**src/rtl/pin_entry_pkg.sv**
```systemverilog
// Shared types and constants for the parking-gate keypad front end.
package pin_entry_pkg;

    typedef enum logic [2:0] {
        ST_IDLE,
        ST_COLLECT,
        ST_FULL,
        ST_SUBMIT,
        ST_LOCKED
    } state_t;

    localparam logic [3:0] KEY_BKSP = 4'hA;
    localparam logic [3:0] KEY_CLR  = 4'hC;
    localparam logic [3:0] KEY_ENT  = 4'hE;

    localparam int DIGITS_DEF  = 4;
    localparam int TIMEOUT_DEF = 50;

    function automatic logic is_digit(input logic [3:0] code);
        return code <= 4'd9;
    endfunction

endpackage

```
**src/rtl/pin_entry_if.sv**
```systemverilog
// Keypad-side inputs and gate-controller-side PIN outputs of pin_entry.
interface pin_entry_if
    import pin_entry_pkg::*;
#(
    parameter int DIGITS = DIGITS_DEF
);
    logic                  s01;
    logic                  lock_alarm;
    logic                  key_valid;
    logic [3:0]            key_code;
    logic [4*DIGITS-1:0]   pass;
    logic                  pass_valid;
    logic [2:0]            digit_cnt;
    logic                  entry_err;
    logic                  busy;

    modport master (
        output s01, lock_alarm, key_valid, key_code,
        input  pass, pass_valid, digit_cnt, entry_err, busy
    );

    modport slave (
        input  s01, lock_alarm, key_valid, key_code,
        output pass, pass_valid, digit_cnt, entry_err, busy
    );
endinterface

```
**src/rtl/pin_entry_idle_timer.sv**
```systemverilog
// Counts key-free cycles while a partial PIN is buffered; flags the idle limit.
module idle_timer #(
    parameter int TIMEOUT = 50
) (
    input  logic clk,
    input  logic rst,
    input  logic run,
    input  logic reload,
    output logic expired
);
    localparam int             CW = $clog2(TIMEOUT + 1);
    localparam logic [CW-1:0] TC = CW'(TIMEOUT - 1);

    logic [CW-1:0] cnt;

    // A key in the expiring cycle suppresses the timeout.
    assign expired = run && !reload && (cnt == TC);

    always_ff @(posedge clk or negedge rst) begin
        if (!rst) begin
            cnt <= '0;
        end else if (!run || reload || expired) begin
            cnt <= '0;
        end else begin
            cnt <= cnt + CW'(1);
        end
    end
endmodule

```
**src/rtl/pin_entry.sv**
```systemverilog
// Keypad PIN collector: assembles hex digits into the pass word for the gate controller.
//   state      | meaning
//   ST_IDLE    | no car present, keys ignored, pass held at 0
//   ST_COLLECT | car present, accepting digits/edit keys
//   ST_FULL    | all digits entered, waiting for enter/edit
//   ST_SUBMIT  | one cycle: publish pass with pass_valid
//   ST_LOCKED  | controller alarm, everything cleared and frozen
module pin_entry
    import pin_entry_pkg::*;
#(
    parameter int DIGITS  = DIGITS_DEF,
    parameter int TIMEOUT = TIMEOUT_DEF
) (
    input logic        clk,
    input logic        rst,
    pin_entry_if.slave bus
);
    localparam int         W        = 4 * DIGITS;
    localparam logic [2:0] CNT_FULL = 3'(DIGITS);
    localparam logic [2:0] CNT_LAST = 3'(DIGITS - 1);

    state_t         state;
    logic [W-1:0]   pin_buf;
    logic [W-1:0]   pass_q;
    logic [2:0]     cnt_q;
    logic           pass_valid_q;
    logic           entry_err_q;
    logic           busy_q;
    logic           timer_run;
    logic           timer_expired;

    assign timer_run = ((state == ST_COLLECT) || (state == ST_FULL)) && (cnt_q != 3'd0);

    idle_timer #(.TIMEOUT(TIMEOUT)) u_idle_timer (
        .clk     (clk),
        .rst     (rst),
        .run     (timer_run),
        .reload  (bus.key_valid),
        .expired (timer_expired)
    );

    assign bus.pass       = pass_q;
    assign bus.pass_valid = pass_valid_q;
    assign bus.digit_cnt  = cnt_q;
    assign bus.entry_err  = entry_err_q;
    assign bus.busy       = busy_q;

    always_ff @(posedge clk or negedge rst) begin
        if (!rst) begin
            state        <= ST_IDLE;
            pin_buf      <= '0;
            pass_q       <= '0;
            cnt_q        <= '0;
            pass_valid_q <= 1'b0;
            entry_err_q  <= 1'b0;
            busy_q       <= 1'b0;
        end else begin
            pass_valid_q <= 1'b0;
            entry_err_q  <= 1'b0;
            if (bus.lock_alarm) begin
                state   <= ST_LOCKED;
                pin_buf <= '0;
                cnt_q   <= '0;
                pass_q  <= '0;
                busy_q  <= 1'b0;
            end else if (state == ST_LOCKED) begin
                state  <= ST_IDLE;
                busy_q <= 1'b0;
            end else if (!bus.s01) begin
                state   <= ST_IDLE;
                pin_buf <= '0;
                cnt_q   <= '0;
                pass_q  <= '0;
                busy_q  <= 1'b0;
            end else begin
                case (state)
                    ST_IDLE: begin
                        state  <= ST_COLLECT;
                        busy_q <= 1'b1;
                    end
                    ST_SUBMIT: begin
                        pass_q       <= pin_buf;
                        pass_valid_q <= 1'b1;
                        pin_buf      <= '0;
                        cnt_q        <= '0;
                        state        <= ST_COLLECT;
                        busy_q       <= 1'b1;
                    end
                    ST_COLLECT, ST_FULL: begin
                        if (timer_expired) begin
                            pin_buf     <= '0;
                            cnt_q       <= '0;
                            entry_err_q <= 1'b1;
                            state       <= ST_COLLECT;
                        end else if (bus.key_valid) begin
                            if (state == ST_COLLECT) begin
                                if (is_digit(bus.key_code)) begin
                                    pin_buf <= {pin_buf[W-5:0], bus.key_code};
                                    cnt_q   <= cnt_q + 3'd1;
                                    if (cnt_q + 3'd1 == CNT_FULL) state <= ST_FULL;
                                end else if (bus.key_code == KEY_BKSP) begin
                                    if (cnt_q != 3'd0) begin
                                        pin_buf <= pin_buf >> 4;
                                        cnt_q   <= cnt_q - 3'd1;
                                    end
                                end else if (bus.key_code == KEY_CLR) begin
                                    pin_buf <= '0;
                                    cnt_q   <= '0;
                                end else if (bus.key_code == KEY_ENT) begin
                                    pin_buf     <= '0;
                                    cnt_q       <= '0;
                                    entry_err_q <= 1'b1;
                                end
                            end else begin
                                // Extra digits in FULL are silently dropped.
                                if (bus.key_code == KEY_BKSP) begin
                                    pin_buf <= pin_buf >> 4;
                                    cnt_q   <= CNT_LAST;
                                    state   <= ST_COLLECT;
                                end else if (bus.key_code == KEY_CLR) begin
                                    pin_buf <= '0;
                                    cnt_q   <= '0;
                                    state   <= ST_COLLECT;
                                end else if (bus.key_code == KEY_ENT) begin
                                    state  <= ST_SUBMIT;
                                    busy_q <= 1'b0;
                                end
                            end
                        end
                    end
                    default: begin
                        state  <= ST_IDLE;
                        busy_q <= 1'b0;
                    end
                endcase
            end
        end
    end
endmodule

```
**src/flat_wrapper.sv**
```systemverilog
// flat-port wrapper written by rule: the top's interface ports become plain ports
module pin_entry_flat import pin_entry_pkg::*;
#(
    parameter int DIGITS  = DIGITS_DEF,
    parameter int TIMEOUT = TIMEOUT_DEF
)
  (clk, rst, bus_s01, bus_lock_alarm, bus_key_valid, bus_key_code, bus_pass, bus_pass_valid, bus_digit_cnt, bus_entry_err, bus_busy);
  pin_entry_if #(.DIGITS(DIGITS)) bus_i ();
  input logic clk;
  input logic rst;
  input wire logic [$bits(bus_i.s01)-1:0] bus_s01;
  input wire logic [$bits(bus_i.lock_alarm)-1:0] bus_lock_alarm;
  input wire logic [$bits(bus_i.key_valid)-1:0] bus_key_valid;
  input wire logic [$bits(bus_i.key_code)-1:0] bus_key_code;
  output wire logic [$bits(bus_i.pass)-1:0] bus_pass;
  output wire logic [$bits(bus_i.pass_valid)-1:0] bus_pass_valid;
  output wire logic [$bits(bus_i.digit_cnt)-1:0] bus_digit_cnt;
  output wire logic [$bits(bus_i.entry_err)-1:0] bus_entry_err;
  output wire logic [$bits(bus_i.busy)-1:0] bus_busy;
  assign bus_i.s01 = bus_s01;
  assign bus_i.lock_alarm = bus_lock_alarm;
  assign bus_i.key_valid = bus_key_valid;
  assign bus_i.key_code = bus_key_code;
  assign bus_pass = bus_i.pass;
  assign bus_pass_valid = bus_i.pass_valid;
  assign bus_digit_cnt = bus_i.digit_cnt;
  assign bus_entry_err = bus_i.entry_err;
  assign bus_busy = bus_i.busy;
  pin_entry #(.DIGITS(DIGITS), .TIMEOUT(TIMEOUT)) u_core (.clk(clk), .rst(rst), .bus(bus_i));
endmodule
```
**config.mk**
```make
export PLATFORM = sky130hd
export DESIGN_NAME = pin_entry_flat
export DESIGN_NICKNAME = d
export VERILOG_FILES = /design/src/rtl/pin_entry_pkg.sv /design/src/rtl/pin_entry_if.sv /design/src/rtl/pin_entry_idle_timer.sv /design/src/rtl/pin_entry.sv /design/src/flat_wrapper.sv
export SDC_FILE = /design/constraint.sdc
export NUM_CORES = 1
export LEC_CHECK = 0
export BUFFER_PORTS_ARGS = -buffer_cell sky130_fd_sc_hd__buf_2
export CAP_MARGIN = 20
export CORE_UTILIZATION = 58
export DETAILED_ROUTE_END_ITERATION = 10
export MAX_ROUTING_LAYER = met4
export PLACE_DENSITY = 0.8
export SETUP_SLACK_MARGIN = 0.4
export SYNTH_ARGS = -nofsm -noshare
export SYNTH_HDL_FRONTEND = slang
export SYNTH_SLANG_ARGS = --single-unit
```
**constraint.sdc**
```tcl
create_clock -name clk -period 5 [get_ports clk]
set_input_delay 0.5 -clock clk [delete_from_list [all_inputs] [get_ports clk]]
set_output_delay 0.5 -clock clk [all_outputs]
set_load 0.02 [all_outputs]
```
==> metrics <==
Fin. Hold Viols 0; Cells after DPL 274; final net count ~250; Syn Area/Cell 11.2 sq um; total CTS buffers 5; Yosys reg bits 47; clk slew on worst S/H paths 0.09 ns; total gr overflow 0; Worst EP required 5.19 ns; Worst Path Arrival 2.63 ns; Hold Crit Class input pin to register; Sink Count 47; wire per inst 16.8 um; Clk Latency, worst-skew pair about 0.30 ns; final setup margin 2.56 ns; Layout fillers 279; routed vias/inst 6.22; wirelength, routed ~4800 um; initial antenna violation count 0; Mapped Area roughly 0.0023 sq mm; status complete, no violations; crit-path max FO 19; Slew @ Worst Pin 0.683 ns; count of cells resized by post-cts repair 0; DIE AREA 0.00431 sq mm; Slew headroom 0.545; Switching Power 0.167 mW; overall routing resource usage 0.260; IR drop worst, VDD between 0.00015 and 0.0002 V; synthesis warning total 0; Critical Path Start Type register; Clk network pwr share 0.395; pre-CTS setup slack between 2 and 2.5 ns; type of the worst setup path register to register; Routed Antenna Nets 0; finished layout cell area 0.00264 sq mm; global-route wire length before repair 8180 um; top cells by area, synth dfrtp_1 50%, a22o_1 9.3%, nor2_1 3.8%, ha_1 3.2%, a22oi_1 2.6%; Ports 31; DP Area 0.00249 sq mm; commonest non-fill, non-tap cell in the layout dfrtp_1; Max Cap Viol 0; largest net degree at the start of global routing 48; Pwr Total 0.716 mW; Pwr Density 271 mW/mm^2; Critical R2R Launch u_core.state[0]; final std cells w/o fill 285; fin crit share 0.487; final core utilization 0.700; sw frac 0.233; postcts setup bufs 0; fin. max-slew vios 0; CTS tree done; Max Clk Rate 410 MHz; drt pass-1 iters 6; # rows 22; Total Neg Setup Slack 0 ns; part of the power in registers 0.536; Gate Count Post-Synth about 210; post-synth cell types 47; number of global-route vias before repair 1689; Critical Path End u_core.pin_buf[10]; FF-to-FF path depth 6; top cell type by total area after synthesis dfrtp_1; min Tclk post-route around 2.4 ns; Root Driver clkbuf_8; DRC errors left 0; Setup Skew 0.00749 ns; worst reg-to-reg setup slack 2.56 ns; htree depth 2; Yosys top cell area share 0.501; cts hold-fix bufs 0; CTS max path bufs 2; proportion of layout cells with a drive suffix above 1 0.224; core area 0.00377 sq mm; leakage power 1.28 nW; Final GP Congestion about 0.9; area delta synth->final 12.4%; IO buf count 30; die outline width 65.6 um; unrepaired setup endpoints after global routing no; post-detail-place hpwl 3310 um; via count roughly 1800; most frequent cells in the layout 47 x dfrtp_1, 30 x buf_2, 25 x a22o_1; r2r endpoint u_core.pin_buf[10]; Seq/Total Area, Yosys 0.501; post-route worst hold slack 0.383 ns; Crit. End Element register; Starting DRT DRC Count 175; Die H ~66 um; CP startpoint u_core.state[0]; Pint roughly 0.55 mW; Initial Utilization 0.623; ANT cells 0; Synth Net Count 224; Logic pwr share 0.068; Setup violations, final 0
[worst min path at each step]
stage | start | end | depth (start not counted)
floorplan | rst | u_core.bus.busy | 0
global placement | u_core.bus.pass[13] | u_core.bus.pass[13] | 1
detailed placement | u_core.bus.pass[9] | u_core.bus.pass[9] | 1
CTS | bus_lock_alarm | u_core.state[2] | 1
global route | bus_lock_alarm | u_core.state[2] | 1
finish | bus_lock_alarm | u_core.state[2] | 1
[worst max-delay path, stage by stage (launching register included)]
cell	delay, ns
dfrtp_1	0.52
xor2_2	0.25
and3_1	0.20
nand2b_1	0.23
nand3b_1	0.21
o22ai_4	0.50
mux2_2	0.41
[cell type report]
class                           count  area [sq um]  area share
Multi-Input combinational cell    143          1080       0.408
Inverter                            6          22.5     0.00853
Timing Repair Buffer               33           188      0.0711
Clock buffer                        5          68.8      0.0261
Tap cell                           48          60.1      0.0228
Sequential cell                    47          1180       0.446
Clock inverter                      3          46.3      0.0175
[power by group through the flow]
stage	Combinational [mW]	Sequential, mW	Clock [mW]
6_report	0.0490	0.384	0.283
5_1_grt	0.0545	0.384	0.306
4_1_cts	0.0460	0.384	0.290
3_5_place_dp	0.0459	0.391	0
3_3_place_gp	0.0450	0.391	0
2_1_floorplan	0.0308	0.390	0
[logic make-up (layout without fill, tap and decap cells)]
family | after synthesis | after routing | synth area share
xor+xnor | 7 | 7 | 0.0293
fa+ha+maj | 6 | 6 | 0.0320
flops | 47 | 47 | 0.501
mux | 9 | 9 | 0.0447
buf+inv | 19 | 47 | 0.0405
simple gates | 60 | 60 | 0.147
compound gates | 61 | 61 | 0.206
[Yosys cell counts, drive strengths merged]
| cell | count |
|---|---|
| a211oi | 1 |
| a21boi | 1 |
| a21oi | 7 |
| a22o | 25 |
| a22oi | 8 |
| a31oi | 3 |
| a32o | 4 |
| and2 | 1 |
| and3 | 3 |
| and3b | 4 |
| and4b | 1 |
| buf | 9 |
| clkbuf | 4 |
| dfrtp | 47 |
| ha | 6 |
| inv | 6 |
| mux2 | 9 |
| nand2 | 4 |
| nand2b | 2 |
| nand3 | 6 |
| nand3b | 2 |
| nand4 | 1 |
| nor2 | 25 |
| nor2b | 4 |
| nor3 | 1 |
| nor3b | 2 |
| nor4 | 1 |
| o21a | 2 |
| o21ai | 6 |
| o21bai | 1 |
| o22ai | 1 |
| o2bb2ai | 1 |
| o32a | 1 |
| or3 | 1 |
| or3b | 2 |
| xnor2 | 2 |
| xor2 | 5 |
[metal layers]
layer | up-vias | part of all wire | GRT usage
met3 | 5 | 0.057 | 0.0608
met5 | - | 0 | -
li1 | 823 | - | -
met1 | 872 | 0.46 | 0.348
met4 | 0 | 0.0094 | 0.0815
met2 | 72 | 0.48 | 0.393
[sequential cells by signal, summed over array words and instances (netlist names)]
name	count
u_core.state	3
u_core.bus.digit_cnt	3
u_core.bus.busy	1
u_core.pin_buf	16
u_core.bus.entry_err	1
u_core.u_idle_timer.cnt	6
u_core.bus.pass_valid	1
u_core.bus.pass	16
Note: power is estimated with default switching activity, not from simulation.
